--- config.mk ---
export PLATFORM = sky130hd
export DESIGN_NAME = fetch_queue_flat
export DESIGN_NICKNAME = d
export VERILOG_FILES = /design/src/rtl/cpu_pkg.sv /design/src/rtl/fetch_queue_if.sv /design/src/rtl/sync_fifo.sv /design/src/rtl/fetch_queue.sv /design/src/flat_wrapper.sv
export SDC_FILE = /design/constraint.sdc
export NUM_CORES = 1
export LEC_CHECK = 0
export CAP_MARGIN = 25
export CORE_ASPECT_RATIO = 1.2
export CORE_UTILIZATION = 30
export DETAILED_ROUTE_END_ITERATION = 6
export SLEW_MARGIN = 20
export SYNTH_ARGS = -nofsm -noshare
export SYNTH_HDL_FRONTEND = slang
export SYNTH_HIERARCHICAL = 1
export SYNTH_SLANG_ARGS = --single-unit
--- constraint.sdc ---
create_clock -name clk -period 4.94 [get_ports clk]
set_input_delay 0.741 -clock clk [delete_from_list [all_inputs] [get_ports clk]]
set_output_delay 0.741 -clock clk [all_outputs]
set_load 0.005 [all_outputs]
--- src/rtl/cpu_pkg.sv ---
// Shared CPU front-end types: instruction width, opcode constants, fetch entry.
// Latency: n/a (types and constants only).
// Backpressure: n/a.
package cpu_pkg;

    localparam int INSTR_W = 16;
    localparam int PC_W    = 16;

    localparam logic [3:0] OP_NOOP  = 4'h0;
    localparam logic [3:0] OP_JUMP  = 4'hA;
    localparam logic [3:0] OP_CJUMP = 4'hC;
    localparam logic [3:0] OP_HALT  = 4'hF;

    // One buffered fetch result: the instruction word and the PC it came from.
    typedef struct packed {
        logic [INSTR_W-1:0] instr;
        logic [PC_W-1:0]    pc;
    } fetch_entry_t;

endpackage

--- src/rtl/fetch_queue_if.sv ---
// Fetch-to-decode handshake bundle: head instruction, its PC, valid/ready, halt.
// Latency: n/a (wires only).
// Backpressure: decoder holds out_ready low to stall; fetch keeps the head stable.
interface fetch_queue_if
    import cpu_pkg::*;
#(
    parameter int ADDR_W = 16
);
    logic               out_valid;
    logic [INSTR_W-1:0] out_instr;
    logic [ADDR_W-1:0]  out_pc;
    logic               out_ready;
    logic               halt_in;

    // master = fetch stage, slave = decoder
    modport master (
        output out_valid, out_instr, out_pc,
        input  out_ready, halt_in
    );

    modport slave (
        input  out_valid, out_instr, out_pc,
        output out_ready, halt_in
    );
endinterface

--- src/rtl/sync_fifo.sv ---
// Small synchronous FIFO with flush and occupancy count, head read straight from storage.
// Latency: a push is visible at the head the cycle after it is written.
// Backpressure: push into a full FIFO is dropped unless a pop happens in the same cycle.
//   Ports: clk, rst_n (sync, active-low), push/push_dat, pop, flush, head_dat, count.
module sync_fifo #(
    parameter type T      = logic [7:0],
    parameter int  DEPTH  = 4,
    localparam int CNT_W  = $clog2(DEPTH + 1)
) (
    input  logic             clk,
    input  logic             rst_n,
    input  logic             push,
    input  T                 push_dat,
    input  logic             pop,
    input  logic             flush,
    output T                 head_dat,
    output logic [CNT_W-1:0] count
);
    localparam int PTR_W = $clog2(DEPTH);

    T                 mem_q [DEPTH];
    T                 mem_d [DEPTH];
    logic [PTR_W-1:0] wr_ptr_q, wr_ptr_d;
    logic [PTR_W-1:0] rd_ptr_q, rd_ptr_d;
    logic [CNT_W-1:0] count_q, count_d;
    logic             do_push;
    logic             do_pop;

    always_comb begin
        mem_d    = mem_q;
        wr_ptr_d = wr_ptr_q;
        rd_ptr_d = rd_ptr_q;
        count_d  = count_q;
        do_pop   = pop && (count_q != '0);
        do_push  = push && ((count_q != CNT_W'(DEPTH)) || do_pop);

        if (flush) begin
            // Storage is left alone; only the bookkeeping is cleared.
            wr_ptr_d = '0;
            rd_ptr_d = '0;
            count_d  = '0;
        end else begin
            if (do_push) begin
                mem_d[wr_ptr_q] = push_dat;
                wr_ptr_d        = wr_ptr_q + PTR_W'(1);
            end
            if (do_pop) begin
                rd_ptr_d = rd_ptr_q + PTR_W'(1);
            end
            if (do_push && !do_pop) begin
                count_d = count_q + CNT_W'(1);
            end else if (do_pop && !do_push) begin
                count_d = count_q - CNT_W'(1);
            end
        end
    end

    always_ff @(posedge clk) begin
        if (!rst_n) begin
            for (int i = 0; i < DEPTH; i++) begin
                mem_q[i] <= '0;
            end
            wr_ptr_q <= '0;
            rd_ptr_q <= '0;
            count_q  <= '0;
        end else begin
            mem_q    <= mem_d;
            wr_ptr_q <= wr_ptr_d;
            rd_ptr_q <= rd_ptr_d;
            count_q  <= count_d;
        end
    end

    assign head_dat = mem_q[rd_ptr_q];
    assign count    = count_q;

endmodule

--- src/rtl/fetch_queue.sv ---
// Instruction fetch: issues ROM word reads, buffers {instr, pc} and feeds decode.
// Latency: request to out_valid is 2 cycles; one instruction per cycle sustained.
// Backpressure: requests issue only while buffered + in-flight < DEPTH, so pushes never overflow.
//   Ports: clk, rst_n (sync, active-low); imem_req/imem_addr/imem_rdata to the ROM;
//   dec (fetch_queue_if.master) to decode; redirect_valid/redirect_pc; halted status.
module fetch_queue
    import cpu_pkg::*;
#(
    parameter int ADDR_W = 16,
    parameter int DEPTH  = 4
) (
    input  logic               clk,
    input  logic               rst_n,
    output logic               imem_req,
    output logic [ADDR_W-1:0]  imem_addr,
    input  logic [INSTR_W-1:0] imem_rdata,
    fetch_queue_if.master      dec,
    input  logic               redirect_valid,
    input  logic [ADDR_W-1:0]  redirect_pc,
    output logic               halted
);
    localparam int CNT_W = $clog2(DEPTH + 1);

    logic [ADDR_W-1:0] pc_q, pc_d;
    logic [ADDR_W-1:0] req_pc_q, req_pc_d;
    logic              inflight_q, inflight_d;
    logic              halted_q, halted_d;

    logic [CNT_W-1:0]  occ;
    logic [CNT_W:0]    used;
    logic              credit_ok;
    logic              pop;
    logic              halt_pop;
    logic              push;
    logic              flush;
    fetch_entry_t      push_entry;
    fetch_entry_t      head_entry;

    always_comb begin
        // The in-flight slot counts against space before its data arrives.
        used       = {1'b0, occ} + (CNT_W + 1)'(inflight_q);
        credit_ok  = used < (CNT_W + 1)'(DEPTH);
        imem_req   = rst_n && !halted_q && !redirect_valid && credit_ok;
        imem_addr  = imem_req ? pc_q : '0;

        pop        = dec.out_valid && dec.out_ready;
        // A redirect in the same cycle overrides the halt.
        halt_pop   = pop && dec.halt_in && !redirect_valid;
        // Responses arriving during a flush, or after a halt, belong to a dead stream.
        push       = inflight_q && !redirect_valid && !halt_pop && !halted_q;
        flush      = redirect_valid || halt_pop;

        push_entry.instr = imem_rdata;
        push_entry.pc    = req_pc_q;

        pc_d       = pc_q;
        req_pc_d   = req_pc_q;
        inflight_d = imem_req;
        halted_d   = halted_q;

        if (imem_req) begin
            req_pc_d = pc_q;
        end
        if (redirect_valid) begin
            pc_d     = redirect_pc;
            halted_d = 1'b0;
        end else begin
            if (imem_req) begin
                pc_d = pc_q + ADDR_W'(1);
            end
            if (halt_pop) begin
                halted_d = 1'b1;
            end
        end
    end

    always_ff @(posedge clk) begin
        if (!rst_n) begin
            pc_q       <= '0;
            req_pc_q   <= '0;
            inflight_q <= 1'b0;
            halted_q   <= 1'b0;
        end else begin
            pc_q       <= pc_d;
            req_pc_q   <= req_pc_d;
            inflight_q <= inflight_d;
            halted_q   <= halted_d;
        end
    end

    sync_fifo #(
        .T     (fetch_entry_t),
        .DEPTH (DEPTH)
    ) u_buf (
        .clk      (clk),
        .rst_n    (rst_n),
        .push     (push),
        .push_dat (push_entry),
        .pop      (pop),
        .flush    (flush),
        .head_dat (head_entry),
        .count    (occ)
    );

    assign dec.out_valid = (occ != '0);
    assign dec.out_instr = head_entry.instr;
    assign dec.out_pc    = head_entry.pc;
    assign halted        = halted_q;

endmodule

--- src/flat_wrapper.sv ---
// flat-port wrapper written by rule: the top's interface ports become plain ports
module fetch_queue_flat import cpu_pkg::*;
#(
    parameter int ADDR_W = 16,
    parameter int DEPTH  = 4
)
  (clk, rst_n, imem_req, imem_addr, imem_rdata, redirect_valid, redirect_pc, halted, dec_out_valid, dec_out_instr, dec_out_pc, dec_out_ready, dec_halt_in);
  fetch_queue_if #(.ADDR_W(ADDR_W)) dec_i ();
  input  logic clk;
  input  logic rst_n;
  output logic imem_req;
  output logic [ADDR_W-1:0] imem_addr;
  input  logic [INSTR_W-1:0] imem_rdata;
  input  logic redirect_valid;
  input  logic [ADDR_W-1:0] redirect_pc;
  output logic halted;
  output wire logic [$bits(dec_i.out_valid)-1:0] dec_out_valid;
  output wire logic [$bits(dec_i.out_instr)-1:0] dec_out_instr;
  output wire logic [$bits(dec_i.out_pc)-1:0] dec_out_pc;
  input wire logic [$bits(dec_i.out_ready)-1:0] dec_out_ready;
  input wire logic [$bits(dec_i.halt_in)-1:0] dec_halt_in;
  assign dec_out_valid = dec_i.out_valid;
  assign dec_out_instr = dec_i.out_instr;
  assign dec_out_pc = dec_i.out_pc;
  assign dec_i.out_ready = dec_out_ready;
  assign dec_i.halt_in = dec_halt_in;
  fetch_queue #(.ADDR_W(ADDR_W), .DEPTH(DEPTH)) u_core (.clk(clk), .rst_n(rst_n), .imem_req(imem_req), .imem_addr(imem_addr), .imem_rdata(imem_rdata), .dec(dec_i), .redirect_valid(redirect_valid), .redirect_pc(redirect_pc), .halted(halted));
endmodule
Word level (Yosys, flattened, before mapping)
Index checks and enable logic that the tools add are counted.

cells by class
  bitwise gates (word level) = 4
  equal/unequal tests = 1
  muxes and demuxes = 11
  reductions and logical operators = 27
  $add $sub $neg = 6
  order comparisons = 4

operators with widths
  kind                                                count
  bitwise mux 128 bit                                 1
  2-to-1 mux 32 bit                                   3
  binary-select mux 32 bit (select 2 bit)             1
  demux 32 bit (select 2 bit)                         1
  2-to-1 mux 16 bit                                   3
  adder 16 x 1 -> 16 bit, second input constant       1
  logical AND 1 bit                                   14
  >= comparator 3 bit, second input constant          2
  2-to-1 mux 3 bit                                    2
  NOT 2 -> 3 bit                                      2
  zero test 1 bit                                     5
  adder 2 x 1 -> 2 bit, second input constant         2
  adder 3 x 1 -> 4 bit                                1
  < comparator 4 x 3 -> 1 bit, second input constant  1
  nonzero test 2 bit                                  2
  OR reduction 2 bit                                  2
  adder 3 x 1 -> 3 bit, second input constant         1
  < comparator 3 x 1 -> 1 bit, second input constant  1
  != test 3 bit, second input constant                1
  nonzero test 3 bit                                  1
  subtractor 3 x 1 -> 3 bit, second input constant    1
  logical OR 1 bit                                    2
  NOT 1 bit                                           2
  AND reduction 2 bit                                 1

word-level totals
  flip-flop bits (word level) = 169
  bits of input ports = 37
  output and inout bits = 51

Longest topological paths before layout
  depth in word-level cells = 12
  gate-level depth with buffers = 12
  gate-level depth less buffers = 12

Modules after synthesis
The synthesis kept the hierarchy.

modules (own cells, without submodules)
  module       seq. area each (um^2)  times used  cells an instance  area an instance (um^2)
  sync_fifo    2,702.6                1           532                5,899.4
  fetch_queue  680.7                  1           221                1,697.9

Worst setup path before layout
Ideal clock, no wire load.

  path kind = input to register
  start point = in dec_out_ready
  end point = reg u_core.u_buf.count_q[2] (netlist: u_core/u_buf/count[2])
  stages on the path = 12
  data required time = 4,869 ps
  path slack = 1,676 ps
  arrival = 3,193 ps
  path buffers = 0
  setup time = 71 ps
  path through = o31a_1 > and2_1 > or2_2 > nor3b_1 > inv_1 > nor2_1 > ha_1 > inv_1 > fa_1 > xor2_1 > or3_1 > a21oi_1

on the way
  elaborated cells between the ends (all ways) = 17
  those cells by class = mux: 1; reduce/logical: 16

RTL lines
  element                          line                text
  from (decl)                      flat_wrapper.sv:20  input wire logic [$bits(dec_i.out_ready)-1:0] dec_out_ready;
  logical AND 1 bit                fetch_queue.sv:46   pop = dec.out_valid && dec.out_ready;
  logical AND 1 bit (2 in series)  fetch_queue.sv:48   halt_pop = pop && dec.halt_in && !redirect_valid;
  logical OR 1 bit                 fetch_queue.sv:51   flush = redirect_valid || halt_pop;
  net u_core.flush                 fetch_queue.sv:35   logic flush;
  OR reduction 2 bit (no line)     n/a
  to (signal assigned)             sync_fifo.sv:70     count_q <= count_d;
  to (decl)                        sync_fifo.sv:25     logic [CNT_W-1:0] count_q, count_d;

The timed path passes the listed nets, and every way through them passes these cells.
A chain may end at the register's enable or synchronous reset.

Worst setup path in the final report
  start point = in redirect_valid
  end point = out imem_addr[9]

on the way
  cells in the longest elaborated chain, start to end = 4

ends and longest elaborated chain
  element                          line                text
  from (decl)                      flat_wrapper.sv:14  input logic redirect_valid;
  zero test 1 bit                  fetch_queue.sv:43   imem_req = rst_n && !halted_q && !redirect_valid && credit_ok;
  logical AND 1 bit (2 in series)  fetch_queue.sv:43
  2-to-1 mux 16 bit                fetch_queue.sv:44   imem_addr = imem_req ? pc_q : '0;
  to (decl)                        flat_wrapper.sv:12  output logic [ADDR_W-1:0] imem_addr;

Every way passes these cells.

==> impl_metrics.env <==
export IMPL_grt_max_degree=72
export IMPL_vias=5492
export IMPL_htree_levels=4
export IMPL_fmax_mhz=265.5
export IMPL_pwr_share_seq_pct=49.3
export IMPL_synth_main_ff_cell="dfxtp_1"
export IMPL_p_sw_mw=0.6730
export IMPL_crit_path_start_kind="primary input"
export IMPL_crit_slowest_cell="clkdlybuf4s50_1"
export IMPL_antenna_cells=0
export IMPL_cts_tree="built"
export IMPL_finalMaxSlewViolations=0
export IMPL_insertion_delay_ns=0.42
export IMPL_synth_nets=797
export IMPL_grt_total_usage_pct=14.00
export IMPL_num_io_pins=88
export IMPL_cts_buffer_depth=2
export IMPL_cts_made_buffers=17
export IMPL_hpwl_mm=11.33
export IMPL_p_leak_nw=3.137
export IMPL_hold_violations=0
export IMPL_io_buffers=87
export IMPL_die_area_um2=25970
export IMPL_start_util_pct=30.69
export IMPL_drt_iter0_drc=255
export IMPL_cts_sinks=169
export IMPL_antenna_found_initial=0
export IMPL_drive_above_1_share_pct=11.14
export IMPL_min_period_over_period_pct=76.24
export IMPL_nets=867
export IMPL_peakVddDrop_mv=0.2588
export IMPL_critical_path_required_ns=4.20
export IMPL_power_frac_clock_pct=44.9
export IMPL_rows=63
export IMPL_place_area_um2=8672
export IMPL_pre_cts_ws_ns=0.8732
export IMPL_syn_to_final_growth_pct=22.18
export IMPL_ys_seq_area_share_pct=44.53
export IMPL_grt_pass1_wl_mm=28.48
export IMPL_setup_slack_ns=1.174
export IMPL_hold_path_class="reg -> reg"
export IMPL_fill_cells=2465
export IMPL_cts_hold_buf=0
export IMPL_worstPathCellList="clkdlybuf4s50_1 -> nor4b_4 -> buf_4 -> nand2_2 -> inv_1 -> buf_4 -> nand2_1 -> inv_1 -> clkdlybuf4s50_1"
export IMPL_setup_tns_final_ns=0
export IMPL_syn_avg_cell_area_um2=10.09
export IMPL_most_common_layout_cells="210 x nand2_1, 167 x dfxtp_1, 130 x mux2i_1"
export IMPL_cpPeakStageDelay_ns=0.52
export IMPL_ctsRootBufferMaster="clkbuf_16"
export IMPL_power_internal_mw=2.163
export IMPL_dieWidth_um=147.3
export IMPL_path_clk_slew_ns=0.07
export IMPL_setup_viol=0
export IMPL_routed_via_density=4.734
export IMPL_p_per_area_nw_per_um2=305.5
export IMPL_ant_nets=0
export IMPL_wl_per_cell_um=15.22
export IMPL_grt_overflow_total=0
export IMPL_final_common_cell="nand2_1"
export IMPL_synth_cell_types=49
export IMPL_place_congestion=0.7622
export IMPL_fp_dieH_um=176.3
export IMPL_path_delay_family="buffers and inverters"
export IMPL_netlist_area_um2=7597
export IMPL_postCtsSetupRepairBufs=0
export IMPL_synth_seq_cells=169
export IMPL_layout_core_utilization_pct=37.50
export IMPL_critPathBufInv=6
export IMPL_fin_crit_ns=3.766
export IMPL_cap_violations=0
export IMPL_synth_edf_count=0
export IMPL_firstDrtPassIters=4
export IMPL_drt_total_wl_mm=17.66
export IMPL_worstMarginPinSlew_ns=0.7899
export IMPL_synth_async_reset_ratio_pct=0
export IMPL_core_area_um2=24750
export IMPL_p_sw_share_pct=23.73
export IMPL_arrival_ns=3.03
export IMPL_grt_pass1_vias=5400
export IMPL_rsz0062_at_grt="no"
export IMPL_synthCells=753
export IMPL_outcome="complete, no violations"
export IMPL_stdcell_area_um2=9283
export IMPL_crit_path_end_kind="output port"
export IMPL_slew_headroom_pct=47.34
export IMPL_drc=0
export IMPL_yosys_warnings=6
export IMPL_total_power_mw=2.836
export IMPL_fin_skew_ns=0.009189
export IMPL_path_class="in -> out"
export IMPL_cts_resized=0
export IMPL_crit_path_max_fanout=14
export IMPL_combPwrFrac_pct=5.7
[Yosys cell counts, types with 2 or more instances]
| cell type | n | area [um2] |
|---|---|---|
| nor2_1 | 7 | 26.28 |
| nor4b_4 | 5 | 118.9 |
| or4_1 | 3 | 22.52 |
| a31oi_1 | 5 | 31.28 |
| clkbuf_1 | 28 | 105.1 |
| inv_1 | 27 | 101.4 |
| buf_1 | 3 | 11.26 |
| and2_1 | 2 | 12.51 |
| nand4b_1 | 3 | 26.28 |
| mux2i_1 | 130 | 1301 |
| nor3_1 | 2 | 10.01 |
| nor2b_1 | 2 | 12.51 |
| or3_1 | 4 | 25.02 |
| buf_6 | 13 | 146.4 |
| o211ai_1 | 2 | 15.01 |
| o311ai_0 | 2 | 17.52 |
| mux4_2 | 32 | 720.7 |
| ha_1 | 6 | 75.07 |
| xor2_1 | 4 | 35.03 |
| nand3_1 | 12 | 60.06 |
| o31a_1 | 7 | 61.31 |
| o21ai_0 | 5 | 25.02 |
| and3_1 | 5 | 31.28 |
| nor4_1 | 2 | 12.51 |
| nand2_1 | 210 | 788.3 |
| mux2_2 | 2 | 22.52 |
| a21oi_1 | 28 | 140.1 |
| dfxtp_1 | 169 | 3383 |
| nand4_1 | 4 | 25.02 |
| buf_2 | 6 | 30.03 |
| o21a_1 | 2 | 15.01 |
| or2_2 | 2 | 12.51 |
| o31ai_1 | 3 | 22.52 |
[sequential cells by signal, summed over array words and instances, names as in the netlist]
name,count
u_core/req_pc_q,16
u_core/u_buf/count,3
u_core/u_buf/rd_ptr_q,2
u_core/pc_q,16
u_core/halted,1
u_core/u_buf/mem_q,128
u_core/u_buf/wr_ptr_q,2
u_core/inflight_q,1
[area by class of cell]
| type | instances | area (um2) | share of cell area, % |
|---|---|---|---|
| Multi-Input combinational cell | 506 | 3812 | 41.07 |
| Sequential cell | 169 | 3386 | 36.47 |
| Timing Repair Buffer | 102 | 1013 | 10.92 |
| Clock buffer | 18 | 439.2 | 4.731 |
| Tap cell | 325 | 406.6 | 4.381 |
| Clock inverter | 13 | 123.9 | 1.334 |
| Inverter | 27 | 101.3 | 1.092 |
[worst reg2reg max path, cell delays in order, from the launching register on]
cell and delay [ns]:
dfxtp_1 0.41, o31a_1 0.41, and2_1 0.19, or2_2 0.39
nor3b_1 0.37, inv_1 0.24, nor2_1 0.22, ha_1 0.22
inv_1 0.06, fa_1 0.37, xor2_1 0.16, or3_1 0.31
a21oi_1 0.13
[cell families (layout without fill, tap and decap cells)]
| kind of cell | count (synthesis) | count (layout) | share of synthesized area (%) |
|---|---|---|---|
| adder cells (fa/ha/maj) | 7 | 7 | 1.252 |
| AO/OA/AOI/OAI | 59 | 59 | 4.875 |
| flip-flops | 169 | 169 | 44.53 |
| XOR/XNOR | 4 | 4 | 0.4611 |
| AND/OR/NAND/NOR | 272 | 272 | 16.68 |
| buffers and inverters | 78 | 160 | 5.287 |
| multiplexers | 164 | 164 | 26.91 |
[path summary, 6_finish.rpt]
path | cells after the start | startpoint | end | slack, ns
worst max-delay path | 9 | redirect_valid | imem_addr[9] | 1.17
worst max register to register | 12 | u_core/u_buf/count[1] | u_core/u_buf/count[2] | 1.40
worst min-delay path | 2 | u_core/u_buf/mem_q[79] | u_core/u_buf/mem_q[79] | 0.45
worst min register to register | 2 | u_core/u_buf/mem_q[79] | u_core/u_buf/mem_q[79] | 0.45
[routing by layer]
layer  up-vias  share of wire, %  routed length (um)  global-route usage, %
li1       2746                 -                   -                      -
met1      2601                48                8467                  18.39
met2       133                47                8307                  22.98
met3        12               3.8                 663                  2.817
met4         0               1.2                 218                  4.510
met5         -                 0                   0                      0
[power by group through the flow]
| stage | combinational (mW) | clock, mW | sequential [mW] |
|---|---|---|---|
| after detailed placement | 0.163 | 0 | 1.43 |
| after floorplan | 0.0969 | 0 | 1.42 |
| after CTS | 0.164 | 1.31 | 1.40 |
| final | 0.163 | 1.27 | 1.40 |
| after global routing | 0.179 | 1.36 | 1.40 |
| after global placement | 0.163 | 0 | 1.43 |
[stage by stage]
| step | instances | hold WS, ns |
|---|---|---|
| after CTS | 1158 | 0.4560 |
| after global routing | 1160 | 0.4664 |
| final | 1160 | 0.4548 |
| after global placement | 1127 | 0.4390 |
| after floorplan | 753 | 0.4315 |
| after detailed placement | 1127 | 0.4442 |
No activity file was read; power rests on OpenSTA's default activity.
